## src/rtl/shift_add_multiplier.sv

```systemverilog
// shift_add_multiplier: sequential shift-and-add multiplier.
// It retires one multiplier bit per clock and returns a 2*WIDTH-bit product
// with a one-cycle done pulse. Latency from an accepted start to done is
// WIDTH+2 clock edges.
// Optional build macro MUL_SIGNED_EN adds the signed_op port. When signed_op
// is high, the operands are treated as two's complement.
module shift_add_multiplier #(
   parameter int WIDTH = 8
) (
   input  logic                 clk,
   input  logic                 rst_n,
   input  logic                 start,
   input  logic [WIDTH-1:0]     multiplicand,
   input  logic [WIDTH-1:0]     multiplier,
`ifdef MUL_SIGNED_EN
   input  logic                 signed_op,
`endif
   output logic                 busy,
   output logic                 done,
   output logic [2*WIDTH-1:0]   product
);

   localparam int CNT_W = (WIDTH > 2) ? $clog2(WIDTH) : 1;
   localparam logic [CNT_W-1:0] LAST_CNT = CNT_W'(WIDTH - 1);

   typedef enum logic [1:0] {
      S_IDLE = 2'd0,
      S_RUN  = 2'd1,
      S_FIN  = 2'd2
   } state_t;

   state_t             state;
   state_t             next_state;

   logic [WIDTH-1:0]   a_reg;      // captured multiplicand (magnitude in signed mode)
   logic [WIDTH-1:0]   acc_hi;     // upper half of the running product
   logic [WIDTH-1:0]   mq;         // multiplier bits still to retire / low product half
   logic [CNT_W-1:0]   count;
   logic               neg_q;      // final product must be negated

   logic [WIDTH-1:0]   load_a;
   logic [WIDTH-1:0]   load_b;
   logic               load_neg;
   logic [WIDTH:0]     sum;        // carry plus high half after the conditional add
   logic [2*WIDTH-1:0] raw_product;

   // Absolute value of a two's complement operand. The most negative value
   // maps to the unsigned value 2^(WIDTH-1), which is the correct magnitude.
   function automatic logic [WIDTH-1:0] magnitude(input logic signed [WIDTH-1:0] v);
      logic signed [WIDTH-1:0] neg_v;
      neg_v = -v;
      return v[WIDTH-1] ? $unsigned(neg_v) : $unsigned(v);
   endfunction

   // Apply the stored result sign to the unsigned product.
   function automatic logic [2*WIDTH-1:0] apply_sign(input logic [2*WIDTH-1:0] p,
                                                     input logic neg);
      return neg ? (~p + (2*WIDTH)'(1)) : p;
   endfunction

`ifdef MUL_SIGNED_EN
   // Select the operand magnitudes and the result sign to capture at start.
   always_comb begin
      load_a   = multiplicand;
      load_b   = multiplier;
      load_neg = 1'b0;
      if (signed_op) begin
         load_a   = magnitude($signed(multiplicand));
         load_b   = magnitude($signed(multiplier));
         load_neg = multiplicand[WIDTH-1] ^ multiplier[WIDTH-1];
      end
   end
`else
   // The unsigned build captures the operands unchanged and never negates.
   always_comb begin
      load_a   = multiplicand;
      load_b   = multiplier;
      load_neg = 1'b0;
   end
`endif

   // Conditional add of the multiplicand, one bit wider so that no carry is lost.
   always_comb begin
      sum = {1'b0, acc_hi};
      if (mq[0]) begin
         sum = {1'b0, acc_hi} + {1'b0, a_reg};
      end
      raw_product = {acc_hi, mq};
   end

   // State register.
   always_ff @(posedge clk or negedge rst_n) begin
      if (!rst_n) begin
         state <= S_IDLE;
      end else begin
         state <= next_state;
      end
   end

   // Next-state logic.
   always_comb begin
      next_state = state;
      case (state)
         S_IDLE: if (start) next_state = S_RUN;
         S_RUN:  if (count == LAST_CNT) next_state = S_FIN;
         S_FIN:  next_state = S_IDLE;
         default: next_state = S_IDLE;
      endcase
   end

   // Busy covers the run iterations and the final result cycle.
   always_comb begin
      busy = 1'b0;
      case (state)
         S_RUN:   busy = 1'b1;
         S_FIN:   busy = 1'b1;
         default: busy = 1'b0;
      endcase
   end

   // Datapath: load on accept, shift and add in RUN, publish the result in FIN.
   always_ff @(posedge clk or negedge rst_n) begin
      if (!rst_n) begin
         a_reg   <= '0;
         acc_hi  <= '0;
         mq      <= '0;
         count   <= '0;
         neg_q   <= 1'b0;
         product <= '0;
         done    <= 1'b0;
      end else begin
         done <= 1'b0;
         case (state)
            S_IDLE: begin
               if (start) begin
                  a_reg  <= load_a;
                  mq     <= load_b;
                  acc_hi <= '0;
                  count  <= '0;
                  neg_q  <= load_neg;
               end
            end
            S_RUN: begin
               acc_hi <= sum[WIDTH:1];
               mq     <= {sum[0], mq[WIDTH-1:1]};
               count  <= count + CNT_W'(1);
            end
            S_FIN: begin
               product <= apply_sign(raw_product, neg_q);
               done    <= 1'b1;
            end
            default: begin
               done <= 1'b0;
            end
         endcase
      end
   end

endmodule

```

## config.mk

```make
export PLATFORM = sky130hd
export DESIGN_NAME = shift_add_multiplier
export DESIGN_NICKNAME = d
export VERILOG_FILES = /design/src/rtl/shift_add_multiplier.sv
export SDC_FILE = /design/constraint.sdc
export NUM_CORES = 1
export LEC_CHECK = 0
export ABC_CLOCK_PERIOD_IN_PS = 3740
export BUFFER_PORTS_ARGS = -buffer_cell sky130_fd_sc_hd__buf_2
export CAP_MARGIN = 15
export CORE_MARGIN = 2
export CORE_UTILIZATION = 42
export CTS_BUF_LIST = sky130_fd_sc_hd__clkbuf_4 sky130_fd_sc_hd__clkbuf_8 sky130_fd_sc_hd__clkbuf_16
export DETAILED_ROUTE_END_ITERATION = 7
export GPL_TIMING_DRIVEN = 0
export PLACE_DENSITY = 0.67
export SKIP_CTS_REPAIR_TIMING = 1
export SLEW_MARGIN = 20
export SYNTH_ARGS = -nofsm -noshare
export SYNTH_HDL_FRONTEND = slang
export SYNTH_SLANG_ARGS = --single-unit
```

## constraint.sdc

```tcl
create_clock -name clk -period 3.74 [get_ports clk]
set_clock_uncertainty 0.05 [all_clocks]
set_input_delay 0.374 -clock clk [delete_from_list [all_inputs] [get_ports clk]]
set_output_delay 0.374 -clock clk [all_outputs]
set_load 0.1 [all_outputs]
```

==> impl_metrics.prom <==
# TYPE chip_impl_metric gauge
chip_impl_info{name="run_status",value="finished clean"} 1
chip_impl_metric{name="routed_wire_length_per_instance",unit="um"} 14.7
chip_impl_metric{name="drv_slew",unit=""} 0
chip_impl_metric{name="placement.io_buffers",unit=""} 36
chip_impl_metric{name="final_min_period_over_clock_period",unit=""} 0.538
chip_impl_metric{name="p_r_area_growth_vs_syn",unit="%"} 16.1
chip_impl_metric{name="worst_skew_pair.late_latency",unit="ns"} 0.31
chip_impl_metric{name="die_x",unit="um"} 77.6
chip_impl_metric{name="fin_crit",unit="ns"} 2.01
chip_impl_metric{name="fin_ws",unit="ns"} 1.73
chip_impl_metric{name="ys_async_sr_fraction",unit=""} 1.00
chip_impl_metric{name="hold_viol",unit=""} 0
chip_impl_metric{name="clk_pin_slew",unit="ns"} 0.09
chip_impl_metric{name="max-clock-path-buffers",unit=""} 2
chip_impl_info{name="setup.worst_path.start_class",value="register"} 1
chip_impl_metric{name="routed-via-count",unit=""} 1592
chip_impl_metric{name="syn-mean-instance-area",unit="um2"} 11.8
chip_impl_metric{name="avgViaCountPerCell",unit=""} 5.19
chip_impl_metric{name="yosys_warnings",unit=""} 0
chip_impl_info{name="min_path_type",value="in -> async"} 1
chip_impl_metric{name="post_route_ant_nets",unit=""} 0
chip_impl_metric{name="ys_ff_latch",unit=""} 46
chip_impl_metric{name="grt_antenna_before_repair",unit=""} 0
chip_impl_metric{name="ports_placed_on_the_boundary",unit=""} 37
chip_impl_metric{name="number_of_global_route_vias_before_repair",unit=""} 1551
chip_impl_metric{name="detail_route.first_pass.iterations",unit=""} 4
chip_impl_metric{name="synth.distinct_cells",unit=""} 36
chip_impl_metric{name="grt_start_max_net_pins",unit=""} 47
chip_impl_metric{name="row_count",unit=""} 26
chip_impl_info{name="synth_top_flop_cell",value="sky130_fd_sc_hd__dfrtp_1"} 1
chip_impl_metric{name="totalNegativeSetupSlack",unit="ns"} 0
chip_impl_metric{name="die-area",unit="um2"} 6020
chip_impl_metric{name="place_congestion",unit=""} 0.788
chip_impl_metric{name="die_height",unit="um"} 77.6
chip_impl_metric{name="core_area",unit="um2"} 5170
chip_impl_metric{name="maxCapViolCount",unit=""} 0
chip_impl_metric{name="number_of_flip_flops_under_the_largest_register_name",unit=""} 16
chip_impl_metric{name="placement_stage_worst_setup_slack",unit="ns"} 1.76
chip_impl_info{name="yosys-top-cells-area",value="sky130_fd_sc_hd__dfrtp_1 51%, sky130_fd_sc_hd__mux2_2 12%, sky130_fd_sc_hd__ha_1 7.2%, sky130_fd_sc_hd__mux2i_1 5.3%, sky130_fd_sc_hd__o21ai_0 3.1%"} 1
chip_impl_metric{name="synth_edf_count",unit=""} 0
chip_impl_info{name="registers.top_by_ff_count",value="product"} 1
chip_impl_metric{name="drive_gt1_frac",unit=""} 0.367
chip_impl_metric{name="syn_nets",unit=""} 226
chip_impl_metric{name="wire_length_of_the_first_global_routing_pass",unit="mm"} 7.53
chip_impl_info{name="rsz0062_at_grt",value="no"} 1
chip_impl_metric{name="place_hpwl",unit="mm"} 3.13
chip_impl_metric{name="detail_route.wirelength",unit="mm"} 4.53
chip_impl_metric{name="drcViolationCount",unit=""} 0
chip_impl_metric{name="synth_top_area_share",unit=""} 0.506
chip_impl_metric{name="htree_levels",unit=""} 2
chip_impl_metric{name="worst-slew-pin-transition",unit="ns"} 0.571
chip_impl_metric{name="slew-limit-headroom",unit=""} 0.620
chip_impl_metric{name="gr-usage-all-layers",unit=""} 0.160
chip_impl_metric{name="num_antenna_cells",unit=""} 0
chip_impl_info{name="yosys.area.top_type",value="sky130_fd_sc_hd__dfrtp_1"} 1
chip_impl_metric{name="tritoncts.num_buffers",unit=""} 5
chip_impl_metric{name="drt_iter0_drc",unit=""} 69
chip_impl_metric{name="worst-path-max-fanout",unit=""} 4
chip_impl_info{name="critPathCaptureType",value="register"} 1
chip_impl_metric{name="worst-endpoint-arrival",unit="ns"} 2.19
chip_impl_metric{name="reg2reg_depth",unit=""} 8
chip_impl_info{name="timing_worst_setup_path_type",value="reg -> reg"} 1
chip_impl_metric{name="floorplan.initialDensity",unit=""} 0.440
chip_impl_metric{name="finalSetupViolCount",unit=""} 0
chip_impl_info{name="synth_common_cells",value="46 x sky130_fd_sc_hd__dfrtp_1, 24 x sky130_fd_sc_hd__mux2_2, 18 x sky130_fd_sc_hd__nand2_1, 14 x sky130_fd_sc_hd__o21ai_0, 13 x sky130_fd_sc_hd__ha_1"} 1
chip_impl_metric{name="global_route.overflow_total",unit=""} 0
chip_impl_metric{name="synth_seq_area_share",unit=""} 0.506
chip_impl_metric{name="final_nets",unit=""} 269
chip_impl_metric{name="synth_cells",unit=""} 193
chip_impl_info{name="clk_root_buffer_cell",value="sky130_fd_sc_hd__clkbuf_8"} 1
chip_impl_metric{name="synth.cell_area",unit="um2"} 2270
chip_impl_metric{name="worst_ep_required_time",unit="ns"} 3.92
chip_impl_metric{name="clock.fmax",unit="MHz"} 497
chip_impl_metric{name="final.fill_count",unit=""} 476
chip_impl_info{name="synth_most_common_cell",value="sky130_fd_sc_hd__dfrtp_1"} 1
chip_impl_metric{name="cts_sinks",unit=""} 46
chip_impl_info{name="cts_tree",value="built"} 1
chip_impl_metric{name="fin_hold_ws",unit="ns"} 0.0115
## cells by family (layout without fill, tap and decap cells)
group | count (synthesis) | count (layout) | share of synthesized area
flip-flops | 46 | 46 | 0.506
AO/OA/AOI/OAI | 43 | 43 | 0.125
multiplexers | 36 | 36 | 0.172
AND/OR/NAND/NOR | 36 | 36 | 0.0781
buffers and inverters | 17 | 61 | 0.0352
adder cells (fa/ha/maj) | 14 | 14 | 0.0803
XOR/XNOR | 1 | 1 | 0.00385
## final timing paths
kind,slack [ns],startpoint,end
setup / recovery,1.73,acc_hi[0],acc_hi[7]
hold / removal,0.01,rst_n,a_reg[3]
setup reg to reg,1.73,acc_hi[0],acc_hi[7]
hold reg to reg,0.45,product[1],product[1]
max in group asynchronous,3.24,rst_n,mq[2]
min in group clk,0.24,multiplicand[3],a_reg[3]
## layer usage
layer / GRT usage / part of all wire
met5: 0 / 0
met4: 0.0536 / 0.015
met3: 0.0372 / 0.034
met2: 0.247 / 0.48
met1: 0.222 / 0.47
## critical path, cell delays in order, from the launching register on
cell	delay [ns]
sky130_fd_sc_hd__dfrtp_1	0.41
sky130_fd_sc_hd__ha_1	0.19
sky130_fd_sc_hd__inv_1	0.06
sky130_fd_sc_hd__fa_1	0.41
sky130_fd_sc_hd__nor2b_2	0.16
sky130_fd_sc_hd__o31a_1	0.17
sky130_fd_sc_hd__o22ai_1	0.13
sky130_fd_sc_hd__o21ba_2	0.22
sky130_fd_sc_hd__o21ai_0	0.13
## cell usage in the layout, fill, tap and decap left out, types with 2 or more instances in the layout
| cell type | count |
|---|---|
| sky130_fd_sc_hd__nor2_1 | 3 |
| sky130_fd_sc_hd__ha_1 | 13 |
| sky130_fd_sc_hd__nand2_1 | 18 |
| sky130_fd_sc_hd__dfrtp_1 | 46 |
| sky130_fd_sc_hd__mux2i_1 | 12 |
| sky130_fd_sc_hd__nor3_1 | 4 |
| sky130_fd_sc_hd__buf_2 | 42 |
| sky130_fd_sc_hd__inv_1 | 9 |
| sky130_fd_sc_hd__clkbuf_8 | 6 |
| sky130_fd_sc_hd__o21ai_0 | 14 |
| sky130_fd_sc_hd__o21a_1 | 2 |
| sky130_fd_sc_hd__a32oi_1 | 2 |
| sky130_fd_sc_hd__mux2_2 | 24 |
| sky130_fd_sc_hd__nand3_1 | 2 |
| sky130_fd_sc_hd__a21oi_1 | 12 |
| sky130_fd_sc_hd__a22o_2 | 4 |
## metrics by stage
stage          utilization  cells  area [um2]
5_1_grt              0.510    307        2640
3_3_place_gp         0.492    299        2540
2_1_floorplan            -    193        2270
4_1_cts              0.510    307        2640
3_5_place_dp         0.492    299        2540
6_report             0.510    307        2640
## layout make-up
class	count	area, um2	share of cell area
Buffer	8	46.3	0.0175
Clock buffer	7	90.1	0.0341
Tap cell	70	87.6	0.0332
Inverter	9	33.8	0.0128
Sequential cell	46	1150	0.436
Timing Repair Buffer	36	183	0.0692
Multi-Input combinational cell	130	1040	0.395
Clock inverter	1	5.00	0.00190
Power is not shown: default switching activity piles up to over one toggle a cycle in this logic, so the estimate is an artifact.
